$ cat src/rtl/cpu_pkg.sv
// Shared encodings for the cpu_core_p slice: opcodes, FSM states and status-flag layout.
package cpu_pkg;

  typedef enum logic [3:0] {
    OP_MVR  = 4'h0,
    OP_LDB  = 4'h1,
    OP_STB  = 4'h2,
    OP_RDS  = 4'h3,
    OP_MUL  = 4'h4,
    OP_SHL  = 4'h5,
    OP_SHR  = 4'h6,
    OP_NOP0 = 4'h7,
    OP_NOT  = 4'h8,
    OP_AND  = 4'h9,
    OP_ORA  = 4'hA,
    OP_ADD  = 4'hB,
    OP_SUB  = 4'hC,
    OP_XOR  = 4'hD,
    OP_INC  = 4'hE,
    OP_NOP1 = 4'hF
  } opcode_e;

  typedef enum logic {
    ST_IDLE,
    ST_MUL_RUN
  } state_e;

  localparam int unsigned ST_C = 0;
  localparam int unsigned ST_Z = 1;
  localparam int unsigned ST_N = 2;
  localparam int unsigned ST_V = 3;

  // Field order puts C at bit 0 so the packed value matches the ST_* indices.
  typedef struct packed {
    logic v;
    logic n;
    logic z;
    logic c;
  } flags_t;

endpackage

$ cat src/rtl/cpu_regfile.sv
// General register file: two combinational read ports, one synchronous write port, async clear.
module cpu_regfile #(
  parameter int DATA_W    = 8,
  parameter int REG_COUNT = 16,
  localparam int REG_AW   = $clog2(REG_COUNT)
) (
  input  logic              clk,
  input  logic              rst_n,
  input  logic              we_i,
  input  logic [REG_AW-1:0] waddr_i,
  input  logic [DATA_W-1:0] wdata_i,
  input  logic [REG_AW-1:0] raddr_a_i,
  output logic [DATA_W-1:0] rdata_a_o,
  input  logic [REG_AW-1:0] raddr_b_i,
  output logic [DATA_W-1:0] rdata_b_o
);

  logic [DATA_W-1:0] regs_q [REG_COUNT];

  // NOTE: this array is reset on purpose -- the architecture defines every register as zero
  // after reset, so it must be built from flops rather than a RAM macro.
  always_ff @(posedge clk or negedge rst_n) begin
    if (!rst_n) begin
      for (int i = 0; i < REG_COUNT; i++) regs_q[i] <= '0;
    end else if (we_i) begin
      // NOTE: non-blocking, so a read of the same register this cycle still returns the old value.
      regs_q[waddr_i] <= wdata_i;
    end
  end

  assign rdata_a_o = regs_q[raddr_a_i];
  assign rdata_b_o = regs_q[raddr_b_i];

endmodule

$ cat src/rtl/cpu_core_p.sv
// Register CPU core: single-cycle ALU and a DATA_W-iteration shift-add multiplier.
module cpu_core_p
  import cpu_pkg::*;
#(
  parameter int DATA_W    = 8,
  parameter int REG_COUNT = 16,
  localparam int REG_AW   = $clog2(REG_COUNT)
) (
  input  logic              clk,
  input  logic              rst_n,
  input  logic              instr_valid,
  output logic              instr_ready,
  input  logic [3:0]        opcode,
  input  logic [REG_AW-1:0] rd,
  input  logic [REG_AW-1:0] rs1,
  input  logic [REG_AW-1:0] rs2,
  input  logic [DATA_W-1:0] imm,
  output logic [DATA_W-1:0] data_out,
  output logic [3:0]        status
);

  localparam int CNT_W = $clog2(DATA_W);
  localparam logic [DATA_W-1:0] MAX_POS = {1'b0, {(DATA_W-1){1'b1}}};

  state_e              state_q, state_d;
  logic [CNT_W-1:0]    cnt_q, cnt_d;
  logic [DATA_W-1:0]   mcand_q, mcand_d;
  logic [2*DATA_W-1:0] prod_q, prod_d;
  logic [REG_AW-1:0]   mul_rd_q, mul_rd_d;
  logic [DATA_W-1:0]   data_out_q, data_out_d;
  flags_t              status_q, status_d;

  opcode_e             op;
  logic                accept, mul_last;
  logic [DATA_W-1:0]   rs1_val, rs2_val;
  logic                rf_we;
  logic [REG_AW-1:0]   rf_waddr;
  logic [DATA_W-1:0]   rf_wdata;
  logic [DATA_W-1:0]   alu_res;
  logic                alu_c, alu_v, alu_wr, alu_upd;
  logic [DATA_W:0]     mul_sum;
  logic [2*DATA_W-1:0] prod_step;

  assign op       = opcode_e'(opcode);
  assign accept   = instr_valid && instr_ready;
  assign mul_last = (state_q == ST_MUL_RUN) && (cnt_q == CNT_W'(DATA_W - 1));

  // One shift-add step: conditionally add the latched multiplicand to the high half, shift right.
  assign mul_sum   = {1'b0, prod_q[2*DATA_W-1:DATA_W]}
                   + {1'b0, (prod_q[0] ? mcand_q : {DATA_W{1'b0}})};
  assign prod_step = {mul_sum, prod_q[DATA_W-1:1]};

  cpu_regfile #(.DATA_W(DATA_W), .REG_COUNT(REG_COUNT)) u_regfile (
    .clk      (clk),
    .rst_n    (rst_n),
    .we_i     (rf_we),
    .waddr_i  (rf_waddr),
    .wdata_i  (rf_wdata),
    .raddr_a_i(rs1),
    .rdata_a_o(rs1_val),
    .raddr_b_i(rs2),
    .rdata_b_o(rs2_val)
  );

  always_comb begin
    // NOTE: every output gets a default first so no path through the case infers a latch.
    alu_res = '0;
    alu_c   = 1'b0;
    alu_v   = 1'b0;
    alu_wr  = 1'b0;
    alu_upd = 1'b0;
    case (op)
      OP_MVR: begin alu_res = rs1_val; alu_wr = 1'b1; end
      OP_LDB: begin alu_res = imm;     alu_wr = 1'b1; end
      OP_SHL: begin {alu_c, alu_res} = {rs1_val, 1'b0}; alu_wr = 1'b1; alu_upd = 1'b1; end
      OP_SHR: begin alu_res = rs1_val >> 1; alu_c = rs1_val[0]; alu_wr = 1'b1; alu_upd = 1'b1; end
      OP_NOT: begin alu_res = ~rs1_val;           alu_wr = 1'b1; alu_upd = 1'b1; end
      OP_AND: begin alu_res = rs1_val & rs2_val;  alu_wr = 1'b1; alu_upd = 1'b1; end
      OP_ORA: begin alu_res = rs1_val | rs2_val;  alu_wr = 1'b1; alu_upd = 1'b1; end
      OP_XOR: begin alu_res = rs1_val ^ rs2_val;  alu_wr = 1'b1; alu_upd = 1'b1; end
      OP_ADD: begin
        {alu_c, alu_res} = {1'b0, rs1_val} + {1'b0, rs2_val};
        alu_v   = (rs1_val[DATA_W-1] == rs2_val[DATA_W-1]) && (alu_res[DATA_W-1] != rs1_val[DATA_W-1]);
        alu_wr  = 1'b1;
        alu_upd = 1'b1;
      end
      OP_SUB: begin
        alu_res = rs1_val - rs2_val;
        alu_c   = rs1_val < rs2_val;
        alu_v   = (rs1_val[DATA_W-1] != rs2_val[DATA_W-1]) && (alu_res[DATA_W-1] != rs1_val[DATA_W-1]);
        alu_wr  = 1'b1;
        alu_upd = 1'b1;
      end
      OP_INC: begin
        alu_res = rs1_val + DATA_W'(1);
        alu_c   = &rs1_val;
        alu_v   = rs1_val == MAX_POS;
        alu_wr  = 1'b1;
        alu_upd = 1'b1;
      end
      default: ;
    endcase
  end

  always_comb begin
    rf_we    = 1'b0;
    rf_waddr = rd;
    rf_wdata = alu_res;
    if (mul_last) begin
      rf_we    = 1'b1;
      rf_waddr = mul_rd_q;
      rf_wdata = prod_step[DATA_W-1:0];
    end else if (accept && alu_wr) begin
      rf_we = 1'b1;
    end
  end

  always_ff @(posedge clk or negedge rst_n) begin
    if (!rst_n) state_q <= ST_IDLE;
    else        state_q <= state_d;
  end

  always_comb begin
    state_d = state_q;
    case (state_q)
      ST_IDLE:    if (accept && op == OP_MUL) state_d = ST_MUL_RUN;
      ST_MUL_RUN: if (mul_last) state_d = ST_IDLE;
      default:    state_d = ST_IDLE;
    endcase
  end

  always_comb begin
    instr_ready = (state_q == ST_IDLE);
  end

  always_comb begin
    cnt_d      = cnt_q;
    mcand_d    = mcand_q;
    prod_d     = prod_q;
    mul_rd_d   = mul_rd_q;
    data_out_d = data_out_q;
    status_d   = status_q;
    if (accept) begin
      case (op)
        OP_STB: data_out_d = rs1_val;
        OP_RDS: data_out_d = DATA_W'(status_q);
        OP_MUL: begin
          mcand_d  = rs1_val;
          prod_d   = {{DATA_W{1'b0}}, rs2_val};
          mul_rd_d = rd;
          cnt_d    = '0;
        end
        default: ;
      endcase
      if (alu_upd) status_d = '{v: alu_v, n: alu_res[DATA_W-1], z: alu_res == '0, c: alu_c};
    end else if (state_q == ST_MUL_RUN) begin
      prod_d = prod_step;
      cnt_d  = cnt_q + CNT_W'(1);
      if (mul_last) begin
        cnt_d    = '0;
        status_d = '{v: 1'b0,
                     n: prod_step[DATA_W-1],
                     z: prod_step[DATA_W-1:0] == '0,
                     c: prod_step[2*DATA_W-1:DATA_W] != '0};
      end
    end
  end

  always_ff @(posedge clk or negedge rst_n) begin
    if (!rst_n) begin
      cnt_q      <= '0;
      mcand_q    <= '0;
      prod_q     <= '0;
      mul_rd_q   <= '0;
      data_out_q <= '0;
      status_q   <= '0;
    end else begin
      cnt_q      <= cnt_d;
      mcand_q    <= mcand_d;
      prod_q     <= prod_d;
      mul_rd_q   <= mul_rd_d;
      data_out_q <= data_out_d;
      status_q   <= status_d;
    end
  end

  assign data_out = data_out_q;
  assign status   = status_q;

endmodule
$ cat config.mk
export PLATFORM = sky130hd
export DESIGN_NAME = cpu_core_p
export DESIGN_NICKNAME = d
export VERILOG_FILES = /design/src/rtl/cpu_pkg.sv /design/src/rtl/cpu_regfile.sv /design/src/rtl/cpu_core_p.sv
export SDC_FILE = /design/constraint.sdc
export NUM_CORES = 1
export LEC_CHECK = 0
export BUFFER_PORTS_ARGS = -buffer_cell sky130_fd_sc_hd__buf_4
export CAP_MARGIN = 20
export CORE_MARGIN = 3
export CORE_UTILIZATION = 35
export DETAILED_ROUTE_END_ITERATION = 12
export HOLD_SLACK_MARGIN = 0.02
export MAX_ROUTING_LAYER = met4
export SYNTH_ARGS = -nofsm -noshare
export SYNTH_HDL_FRONTEND = slang
export SYNTH_SLANG_ARGS = --single-unit
$ cat constraint.sdc
create_clock -name clk -period 4.99 [get_ports clk]
set_input_delay 0.998 -clock clk [delete_from_list [all_inputs] [get_ports clk]]
set_output_delay 0.998 -clock clk [all_outputs]
set_load 0.02 [all_outputs]
==> results of run 1 <==
[metrics by stage]
step            util  area [um2]  total power [uW]  hold slack, ns  TNS (ns)
5_1_grt        0.417       13000              7980           0.490         0
3_5_place_dp   0.397       12300              6050           0.463     -2.62
4_1_cts        0.417       13000              7480           0.481         0
3_3_place_gp   0.397       12300              5970           0.457    -0.485
2_1_floorplan      -       11200              4810           0.442         0
6_report       0.417       13000              7500           0.477         0
[area by class of cell]
| class | count | area (um2) |
|---|---|---|
| multi-input combinational | 694 | 6450 |
| clock buffer | 17 | 425 |
| clock inverter | 15 | 196 |
| inverter | 37 | 139 |
| tap | 396 | 495 |
| timing repair buffer | 119 | 947 |
| sequential | 172 | 4300 |
| fill | 2949 | 18100 |
[tightest hold or removal path, delay by kind of cell, from the launching register on]
family | cells | cell delay (ns)
flops | 1 | 0.34
compound gates | 1 | 0.06
simple gates | 1 | 0.05
[worst max-delay path by stage]
| stage | startpoint | endpoint | slack [ns] | cells after the start |
|---|---|---|---|---|
| final | rs2[0] | u_regfile.regs_q[118] | 0.29 | 13 |
| after global routing | rs2[0] | u_regfile.regs_q[95] | 0.12 | 15 |
| after CTS | rs2[0] | u_regfile.regs_q[118] | 0.36 | 13 |
| after detailed placement | rs2[0] | u_regfile.regs_q[118] | -0.09 | 13 |
| after global placement | rs2[0] | u_regfile.regs_q[47] | -0.03 | 15 |
| after floorplan | rs2[0] | u_regfile.regs_q[6] | 0.11 | 15 |
[sequential cells by signal, indices dropped and copies added (netlist names)]
name              cells
u_regfile.regs_q    128
data_out              8
mul_rd_q              4
state_q               1
cnt_q                 3
mcand_q               8
status                4
prod_q               16
[layer usage]
layer,global-route usage,vias to the layer above
met1,0.277,4395
met4,0.0603,0
li1,-,3809
met2,0.313,326
met5,-,-
met3,0.0328,48
[cell usage after synthesis, drive strengths merged, types with 3 or more instances]
master | count | share of area
mux4 | 67 | 0.13
o21ai | 51 | 0.023
nor2 | 53 | 0.018
nor4 | 5 | 0.0033
o22ai | 10 | 0.0056
a221oi | 7 | 0.0071
o31ai | 5 | 0.0033
nand2 | 69 | 0.023
nor2b | 9 | 0.0050
fa | 3 | 0.0054
nand3 | 21 | 0.0098
o221ai | 8 | 0.0068
a21oi | 26 | 0.013
a211oi | 5 | 0.0033
clkbuf | 33 | 0.011
o211ai | 3 | 0.0020
and3 | 5 | 0.0032
nand4 | 4 | 0.0022
ha | 36 | 0.040
o32ai | 5 | 0.0039
a22o | 8 | 0.0062
nand3b | 3 | 0.0020
a21o | 6 | 0.0041
or2 | 3 | 0.0017
nor3 | 17 | 0.0080
o21bai | 6 | 0.0040
dfrtp | 172 | 0.38
buf | 29 | 0.018
and2 | 11 | 0.0061
inv | 36 | 0.012
xnor2 | 4 | 0.0031
a31oi | 10 | 0.0088
o211a | 3 | 0.0027
nand2b | 13 | 0.0079
mux2i | 32 | 0.029
o31a | 3 | 0.0023
a32oi | 5 | 0.0039
a22oi | 8 | 0.0070
xor2 | 3 | 0.0023
mux2 | 135 | 0.14
[logic make-up after synthesis]
kind of cell / after synthesis
mux: 234
simple gates: 220
compound gates: 194
flops: 172
buf+inv: 99
fa+ha+maj: 39
xor+xnor: 7
[power breakdown]
| group | leakage [uW] | switching [uW] | internal, uW | total, uW |
|---|---|---|---|---|
| sequential | 0.00218 | 493 | 2000 | 2500 |
| combinational | 0.00317 | 1790 | 1800 | 3590 |
| clock | 0.000303 | 715 | 698 | 1410 |
==> qor.yml, run 1 <==
logic_synthesis:
  synth_flop_cell: "dfrtp_1"
  avgSynthCellArea_um2: 11.6
  syn_nets: 1031
  synth_warnings: 0
  synth_top_family_by_area: "multiplexers"
  synth-xor-area-share: 0.00547
  synth-compound-area-share: 0.129
  yosys.area_share.simple: 0.0956
  synth-seq-cells: 172
  synthCells: 965
  synth_edf_count: 0
  synthArstFlopShare: 1.00
  synth.cell_area_um2: 11200
  synth_mux_area_frac: 0.300
  yosysUniqueCellTypes: 88
  synth_fa_ha_area_frac: 0.0455
  synth_seq_area_share: 0.384
cts:
  cts_resized: 0
  root_buffer: "clkbuf_16"
  tritoncts: "yes"
  cts_buffers: 17
  ctsHoldBuffers: 0
  ctsHtreeMaxLevel: 4
  clockBufferDepth: 2
  clock_latency_ns: 0.45
  clkTransAtPathRegs_ns: 0.08
  post_cts_buffers: 0
  cts_sinks: 172
setup_path:
  slowest_delay_ns: 0.54
  cp-start-kind: "input pin"
  cpMostUsedCell: "mux4_2"
  cp_slowest_cell: "mux4_2"
  cp.arrival_ns: 5.02
  crit_chain: "buf_4, mux4_2, mux4_2, ha_1, fa_1, o21bai_1, a21oi_1, o31ai_1, a2bb2oi_1, mux2i_1, nor3_2, a31oi_4, mux2_2"
  cp_top_family: "multiplexers"
  crit_buf_inv: 1
  r2r_start: "u_regfile.regs_q[8]"
  crit_path_end_kind: "flip-flop"
  required_ns: 5.31
  worstSetupPathType: "in2reg"
  reg2reg_slack_ns: 0.75
  r2r_cells: 12
  r2r-end: "u_regfile.regs_q[118]"
  cp_max_fo: 16
floorplan:
  die_w_um: 185
  start_util: 0.361
  coreArea_um2: 31100
  num_rows: 64
  die_area_um2: 34200
  die_h_um: 185
  io_pins: 40
hold_path:
  hold_end: "mcand_q[6]"
  holdCritStartpoint: "mcand_q[6]"
  worstHoldPathCells: 2
  hold_class: "reg2reg"
global_route:
  overflow: 0
  antenna_found_initial: 0
  grt_max_degree: 101
  grt.total_usage: 0.203
  grt_pass1_wl_um: 51300
  grt_pass1_vias: 8427
sta:
  hold_violations: 0
  slew_headroom: 0.283
  rsz0062_at_grt: "false"
  finalSetupViolCount: 0
  slew_violations: 0
  setup_ws_ns: 0.288
  finalCritPeriodShare: 0.942
  worst_slew_pin_slew_ns: 1.07
  max_freq_mhz: 213
  fin_skew_ns: 0.0193
  period_needed_ns: 4.70
finish:
  nNetsFinal: 1107
  final_common_cell: "dfrtp_1"
  syn_to_final_growth_pct: 15.5
  layout_common_cells: "dfrtp_1 (172), mux2_2 (133), buf_4 (114)"
  antennaDiodeCount: 0
  drive_gt1_frac: 0.367
  fin_cells: 1450
route:
  wl_um: 33100
  drc: 0
  wl_per_cell_um: 22.9
  wl_met1_um: 14900
  firstDrtPassIters: 5
  wl_met2_um: 15400
  ant_nets: 0
  num_vias: 8578
  vias_per_cell: 5.92
  drt_iter0_drc: 878
  top_layer_used: "met4"
  wl_met3_um: 2050
pwr:
  ir_drop_mv: 0.288
  p_per_area_nw_per_um2: 579
  leakage_uw: 0.00565
place:
  place.gp.congestion: 0.911
  place_inst: 1417
  io_buffers: 39
  place_ws_ns: -0.0882
  dp_hpwl_um: 23600
job:
  maxCapViolations: 0
run_status:
  outcome: "finished, final reports clean"
Note: power is estimated with default switching activity, not from simulation.
==> run 2: changes to the inputs <==
Settings changed: MAX_ROUTING_LAYER met4 to unset.
==> run 2 against run 1 <==
  * First-iteration DRC count is 1.6% lower
  * Maximum frequency increased by 0.72%
  * Clock-buffer cell count stayed put
  * Clock power is essentially flat
  * Largest cell class unchanged
  * Highest routed layer unchanged
==> qor.yml, run 2 (synthesized netlist as in run 1, its figures left out) <==
run_status:
  outcome: "finished, final reports clean"  # unchanged
sta:
  rsz0062_at_grt: "false"  # unchanged
  hold_ws_ns: 0.479  # was 0.477 ns
  max_freq_mhz: 214  # was 213 MHz
  finalCritPeriodShare: 0.936  # was 0.942
  finalSetupTns_ns: 0  # unchanged
  finalSetupViolCount: 0  # unchanged
  fin_skew_ns: 0.0131  # was 0.0193 ns
  setup_ws_ns: 0.321  # was 0.288 ns
  period_needed_ns: 4.67  # was 4.70 ns
  hold_violations: 0  # unchanged
  slew_headroom: 0.261  # was 0.283
  slew_violations: 0  # unchanged
  worst_slew_pin_slew_ns: 1.11  # was 1.07 ns
route:
  wl_um: 32300  # was 33100 um
  num_vias: 8478  # was 8578
  wl_per_cell_um: 22.5  # was 22.9 um
  ant_nets: 0  # unchanged
  drt_iter0_drc: 864  # was 878
  firstDrtPassIters: 5  # unchanged
  drc: 0  # unchanged
  vias_per_cell: 5.91  # was 5.92
cts:
  cts_buffers: 17  # unchanged
  post_cts_buffers: 0  # unchanged
  clock_latency_ns: 0.44  # was 0.45 ns
  tritoncts: "yes"  # unchanged
  cts_sinks: 172  # unchanged
  cts_resized: 0  # unchanged
  clkTransAtPathRegs_ns: 0.08  # about the same
  ctsHoldBuffers: 0  # unchanged
  root_buffer: "clkbuf_16"  # unchanged
  ctsHtreeMaxLevel: 4  # unchanged
  clockBufferDepth: 2  # unchanged
floorplan:
  die_h_um: 185  # unchanged
  coreArea_um2: 31100  # unchanged
  num_rows: 64  # unchanged
  io_pins: 40  # unchanged
  die_area_um2: 34200  # unchanged
  start_util: 0.361  # unchanged
  die_w_um: 185  # unchanged
place:
  post_dp_cell_area_um2: 12300  # about the same
  dp_hpwl_um: 23000  # was 23600 um
  place.gp.congestion: 0.924  # was 0.911
  io_buffers: 39  # unchanged
  place_ws_ns: -0.0675  # was -0.0882 ns
finish:
  final_common_cell: "dfrtp_1"  # unchanged
  largest-register: "u_regfile.regs_q"  # unchanged
  reg_top3: "u_regfile.regs_q x128, prod_q x16"  # unchanged
  fin_area_um2: 12900  # was 13000 um2
  nNetsFinal: 1091  # was 1107
  antennaDiodeCount: 0  # unchanged
  layout_common_cells: "dfrtp_1 (172), mux2_2 (133), buf_4 (95)"  # was dfrtp_1 (172), mux2_2 (133), buf_4 (114)
  drive_gt1_frac: 0.357  # was 0.367
  fill_cells: 2946  # was 2949
  syn_to_final_growth_pct: 14.7  # was 15.5%
  largest_register_ffs: 128  # unchanged
pwr:
  p_per_area_nw_per_um2: 573  # was 579 nW/um2
  leakage_uw: 0.00558  # was 0.00565 uW
  ir_drop_mv: 0.286  # was 0.288 mV
setup_path:
  cp_top_family: "compound AO/OA/AOI/OAI gates"  # was multiplexers
  required_ns: 5.31  # about the same
  crit_buf_inv: 4  # was 1
  slowest_delay_ns: 0.58  # was 0.54 ns
  crit_path_end_kind: "flip-flop"  # unchanged
  crit_chain: "buf_4, buf_12, mux4_2, mux4_2, inv_1, ha_1, o21ai_0, o21ai_0, o2111ai_1, nand2_1, a221oi_1, o221a_4, a31oi_4, buf_12, mux2_2"  # was buf_4, mux4_2, mux4_2, ha_1, fa_1, o21bai_1, a21oi_1, o31ai_1, a2bb2oi_1, mux2i_1, nor3_2, a31oi_4, mux2_2
  cp_slowest_cell: "mux4_2"  # unchanged
  worstSetupPathType: "in2reg"  # unchanged
  cp.arrival_ns: 4.98  # was 5.02 ns
  cp_max_fo: 16  # unchanged
  cp-start-kind: "input pin"  # unchanged
global_route:
  grt.total_usage: 0.194  # was 0.203
  antenna_found_initial: 0  # unchanged
  grt_max_degree: 82  # was 101
  grt_pass1_vias: 8512  # was 8427
  grt_pass1_wl_um: 50900  # was 51300 um
  overflow: 0  # unchanged
job:
  maxCapViolations: 0  # unchanged
hold_path:
  hold_class: "reg2reg"  # unchanged
[run 2: routing by layer]
| metal | vias to the layer above | global-route usage | share of wire |
|---|---|---|---|
| met5 | - | 0 | 0 |
| met4 | 0 | 0.0525 | 0.022 |
| met3 | 63 | 0.0383 | 0.068 |
| met2 | 328 | 0.305 | 0.46 |
| met1 | 4305 | 0.274 | 0.45 |
| li1 | 3782 | - | - |
[run 2: stage by stage]
stage,cells,util,power [uW]
2_1_floorplan,965,-,4810
3_3_place_gp,1401,0.394,5860
4_1_cts,1434,0.414,7340
3_5_place_dp,1402,0.395,5940
6_report,1434,0.414,7370
5_1_grt,1434,0.414,7820
[run 2: power by group]
part | switching [uW] | internal (uW) | total, uW | leakage, uW
Combinational | 1770 | 1740 | 3510 | 0.00310
Clock | 700 | 688 | 1390 | 0.000293
Sequential | 469 | 2000 | 2470 | 0.00218
[run 2: final cells by class]
type                    count  area (um2)  area share
clock buffers              17         425      0.0331
clock inverters            15         180      0.0140
inverters                  37         139      0.0108
multi-input cells         694        6450       0.502
flip-flops and latches    172        4300       0.335
well taps                 396         495      0.0385
repair buffers            103         865      0.0672
[run 2: path summary, 6_finish.rpt]
path,from,to,slack (ns),cells after the start
min reg2reg,mcand_q[0],mcand_q[0],0.48,2
max,rs2[0],u_regfile.regs_q[55],0.32,15
max in group asynchronous,rst_n,u_regfile.regs_q[58],3.44,2
max reg2reg,u_regfile.regs_q[0],u_regfile.regs_q[86],0.78,12
min in group asynchronous,rst_n,u_regfile.regs_q[85],0.59,1
min,mcand_q[0],mcand_q[0],0.48,2
[run 2: worst reg2reg max path: cells and delay by family, from the launching register on]
family | cells | cell delay, ns
fa+ha+maj | 2 | 0.66
flops | 1 | 0.40
mux | 4 | 1.52
compound gates | 5 | 1.21
simple gates | 1 | 0.31
==> run 3: changes to the inputs <==
Settings changed: CELL_PAD_IN_SITES_DETAIL_PLACEMENT set to 1, CELL_PAD_IN_SITES_GLOBAL_PLACEMENT set to 1, PLACE_DENSITY_LB_ADDON set to 0.1.
==> run 3 against run 2 <==
  * Highest routed layer unchanged
  * Cell count increased by 1.3%
  * Sequential share of layout area down 0.15 points
  * Sequential power grew 2%
  * Maximum frequency fell by 1.1%
  * Critical path depth unchanged
  * Largest power group unchanged
  * Die area unchanged
  * Power increased by 2.3%
  * Non-clock buffer count rose by 18
  * Critical endpoint is now u_regfile.regs_q[7]
  * Worst setup slack worse by 0.053 ns
==> qor.yml, run 3 (synthesized netlist as in run 1, its figures left out) <==
finish:
  layout_common_cells: "dfrtp_1 (172), mux2_2 (133), buf_4 (117)"  # was dfrtp_1 (172), mux2_2 (133), buf_4 (95)
  largest_register_ffs: 128  # unchanged
  largest-register: "u_regfile.regs_q"  # unchanged
  nNetsFinal: 1109  # was 1091
  syn_to_final_growth_pct: 15.2  # was 14.7%
  drive_gt1_frac: 0.368  # was 0.357
  fill_cells: 3342  # was 2946
  reg_top3: "u_regfile.regs_q x128, prod_q x16"  # unchanged
  final_common_cell: "dfrtp_1"  # unchanged
  antennaDiodeCount: 0  # unchanged
place:
  place_ws_ns: -0.169  # was -0.0675 ns
  place.gp.congestion: 0.858  # was 0.924
  dp_hpwl_um: 27200  # was 23000 um
  io_buffers: 39  # unchanged
global_route:
  antenna_found_initial: 0  # unchanged
  grt.total_usage: 0.226  # was 0.194
  overflow: 0  # unchanged
  grt_max_degree: 65  # was 82
  grt_pass1_wl_um: 57100  # was 50900 um
  grt_pass1_vias: 8774  # was 8512
route:
  num_vias: 8476  # was 8478
  drc: 0  # unchanged
  firstDrtPassIters: 5  # unchanged
  drt_iter0_drc: 424  # was 864
  vias_per_cell: 5.84  # was 5.91
  ant_nets: 0  # unchanged
  wl_um: 37500  # was 32300 um
  wl_per_cell_um: 25.9  # was 22.5 um
setup_path:
  crit_chain: "buf_4, buf_4, mux4_2, mux4_2, inv_1, ha_1, inv_1, o221ai_1, nand2b_1, a211oi_1, o221a_2, o221a_4, a31oi_4, buf_12, mux2_2"  # was buf_4, buf_12, mux4_2, mux4_2, inv_1, ha_1, o21ai_0, o21ai_0, o2111ai_1, nand2_1, a221oi_1, o221a_4, a31oi_4, buf_12, mux2_2
  cp_max_fo: 16  # unchanged
  crit_path_end_kind: "flip-flop"  # unchanged
  cp-start-kind: "input pin"  # unchanged
  r2r_start: "u_regfile.regs_q[57]"  # was u_regfile.regs_q[0]
  r2r_cells: 14  # was 12
  cp_slowest_cell: "mux4_2"  # unchanged
  reg2reg_slack_ns: 0.71  # was 0.78 ns
  cp.arrival_ns: 5.06  # was 4.98 ns
  r2r-end: "u_regfile.regs_q[7]"  # was u_regfile.regs_q[86]
  critPathCapture: "u_regfile.regs_q[7]"  # was u_regfile.regs_q[55]
  slowest_delay_ns: 0.59  # was 0.58 ns
  worstSetupPathType: "in2reg"  # unchanged
  required_ns: 5.33  # was 5.31 ns
  startpoint: "rs2[0]"  # unchanged
floorplan:
  io_pins: 40  # unchanged
  die_area_um2: 34200  # unchanged
  die_h_um: 185  # unchanged
  num_rows: 64  # unchanged
  start_util: 0.361  # unchanged
  die_w_um: 185  # unchanged
  coreArea_um2: 31100  # unchanged
job:
  maxCapViolations: 0  # unchanged
cts:
  cts_sinks: 172  # unchanged
  clock_latency_ns: 0.46  # was 0.44 ns
  post_cts_buffers: 0  # unchanged
  cts_resized: 0  # unchanged
  ctsHoldBuffers: 0  # unchanged
  clockBufferDepth: 2  # unchanged
  ctsHtreeMaxLevel: 4  # unchanged
  root_buffer: "clkbuf_16"  # unchanged
  clkTransAtPathRegs_ns: 0.07  # was 0.08 ns
  cts_buffers: 17  # unchanged
  tritoncts: "yes"  # unchanged
sta:
  finalCritPeriodShare: 0.946  # was 0.936
  hold_violations: 0  # unchanged
  period_needed_ns: 4.72  # was 4.67 ns
  setup_ws_ns: 0.269  # was 0.321 ns
  finalSetupViolCount: 0  # unchanged
  slew_headroom: 0.280  # was 0.261
  fin_skew_ns: 0.0174  # was 0.0131 ns
  rsz0062_at_grt: "false"  # unchanged
  max_freq_mhz: 212  # was 214 MHz
  finalSetupTns_ns: 0  # unchanged
  worst_slew_pin_slew_ns: 1.08  # was 1.11 ns
  slew_violations: 0  # unchanged
hold_path:
  hold_class: "reg2reg"  # unchanged
run_status:
  outcome: "finished, final reports clean"  # unchanged
pwr:
  ir_drop_mv: 0.280  # was 0.286 mV
  leakage_uw: 0.00562  # was 0.00558 uW
  p_per_area_nw_per_um2: 583  # was 573 nW/um2
run 3: area by class of cell:
cell class,instances,area [um2],share of cell area
multi-input combinational,694,6460,0.500
sequential,172,4300,0.333
clock buffer,19,443,0.0343
tap,396,495,0.0383
clock inverter,13,130,0.0101
inverter,37,139,0.0107
timing repair buffer,121,950,0.0735
run 3: layer usage:
| layer | routed length [um] | GRT usage | up-vias |
|---|---|---|---|
| li1 | - | - | 3799 |
| met1 | 17000 | 0.303 | 4438 |
| met2 | 18300 | 0.375 | 192 |
| met3 | 1230 | 0.0381 | 47 |
| met4 | 1030 | 0.0717 | 0 |
| met5 | 0 | 0 | - |
run 3: stage by stage:
stage	instance area, um2	std cells	util	power [uW]	hold slack, ns
6_report	12900	1452	0.416	7540	0.475
5_1_grt	12900	1452	0.416	8030	0.503
3_3_place_gp	12300	1420	0.397	6120	0.457
2_1_floorplan	11200	965	-	4810	0.442
3_5_place_dp	12300	1420	0.397	6190	0.467
4_1_cts	12900	1452	0.416	7570	0.484
run 3: where the power goes:
group	internal, uW	total, uW	switching, uW
registers	2000	2510	509
logic	1800	3680	1880
clock network	711	1340	633
total	4510	7540	3020
run 3: how the worst min path moves through the flow:
stage	depth (start not counted)	to	start	slack [ns]
after floorplan	2	mcand_q[7]	mcand_q[7]	0.44
after global placement	2	mcand_q[7]	mcand_q[7]	0.46
after detailed placement	2	mcand_q[2]	mcand_q[2]	0.47
after CTS	2	mcand_q[2]	mcand_q[2]	0.48
after global routing	2	mcand_q[2]	mcand_q[2]	0.50
final	2	mcand_q[3]	mcand_q[3]	0.48
run 3: worst max-delay path: cells and delay by family:
family	cells	cell delay [ns]
adders and majority gates	1	0.24
muxes	3	1.35
and+or+nand+nor	1	0.13
buffers and inverters	5	0.85
AOI/OAI and AO/OA	5	1.47
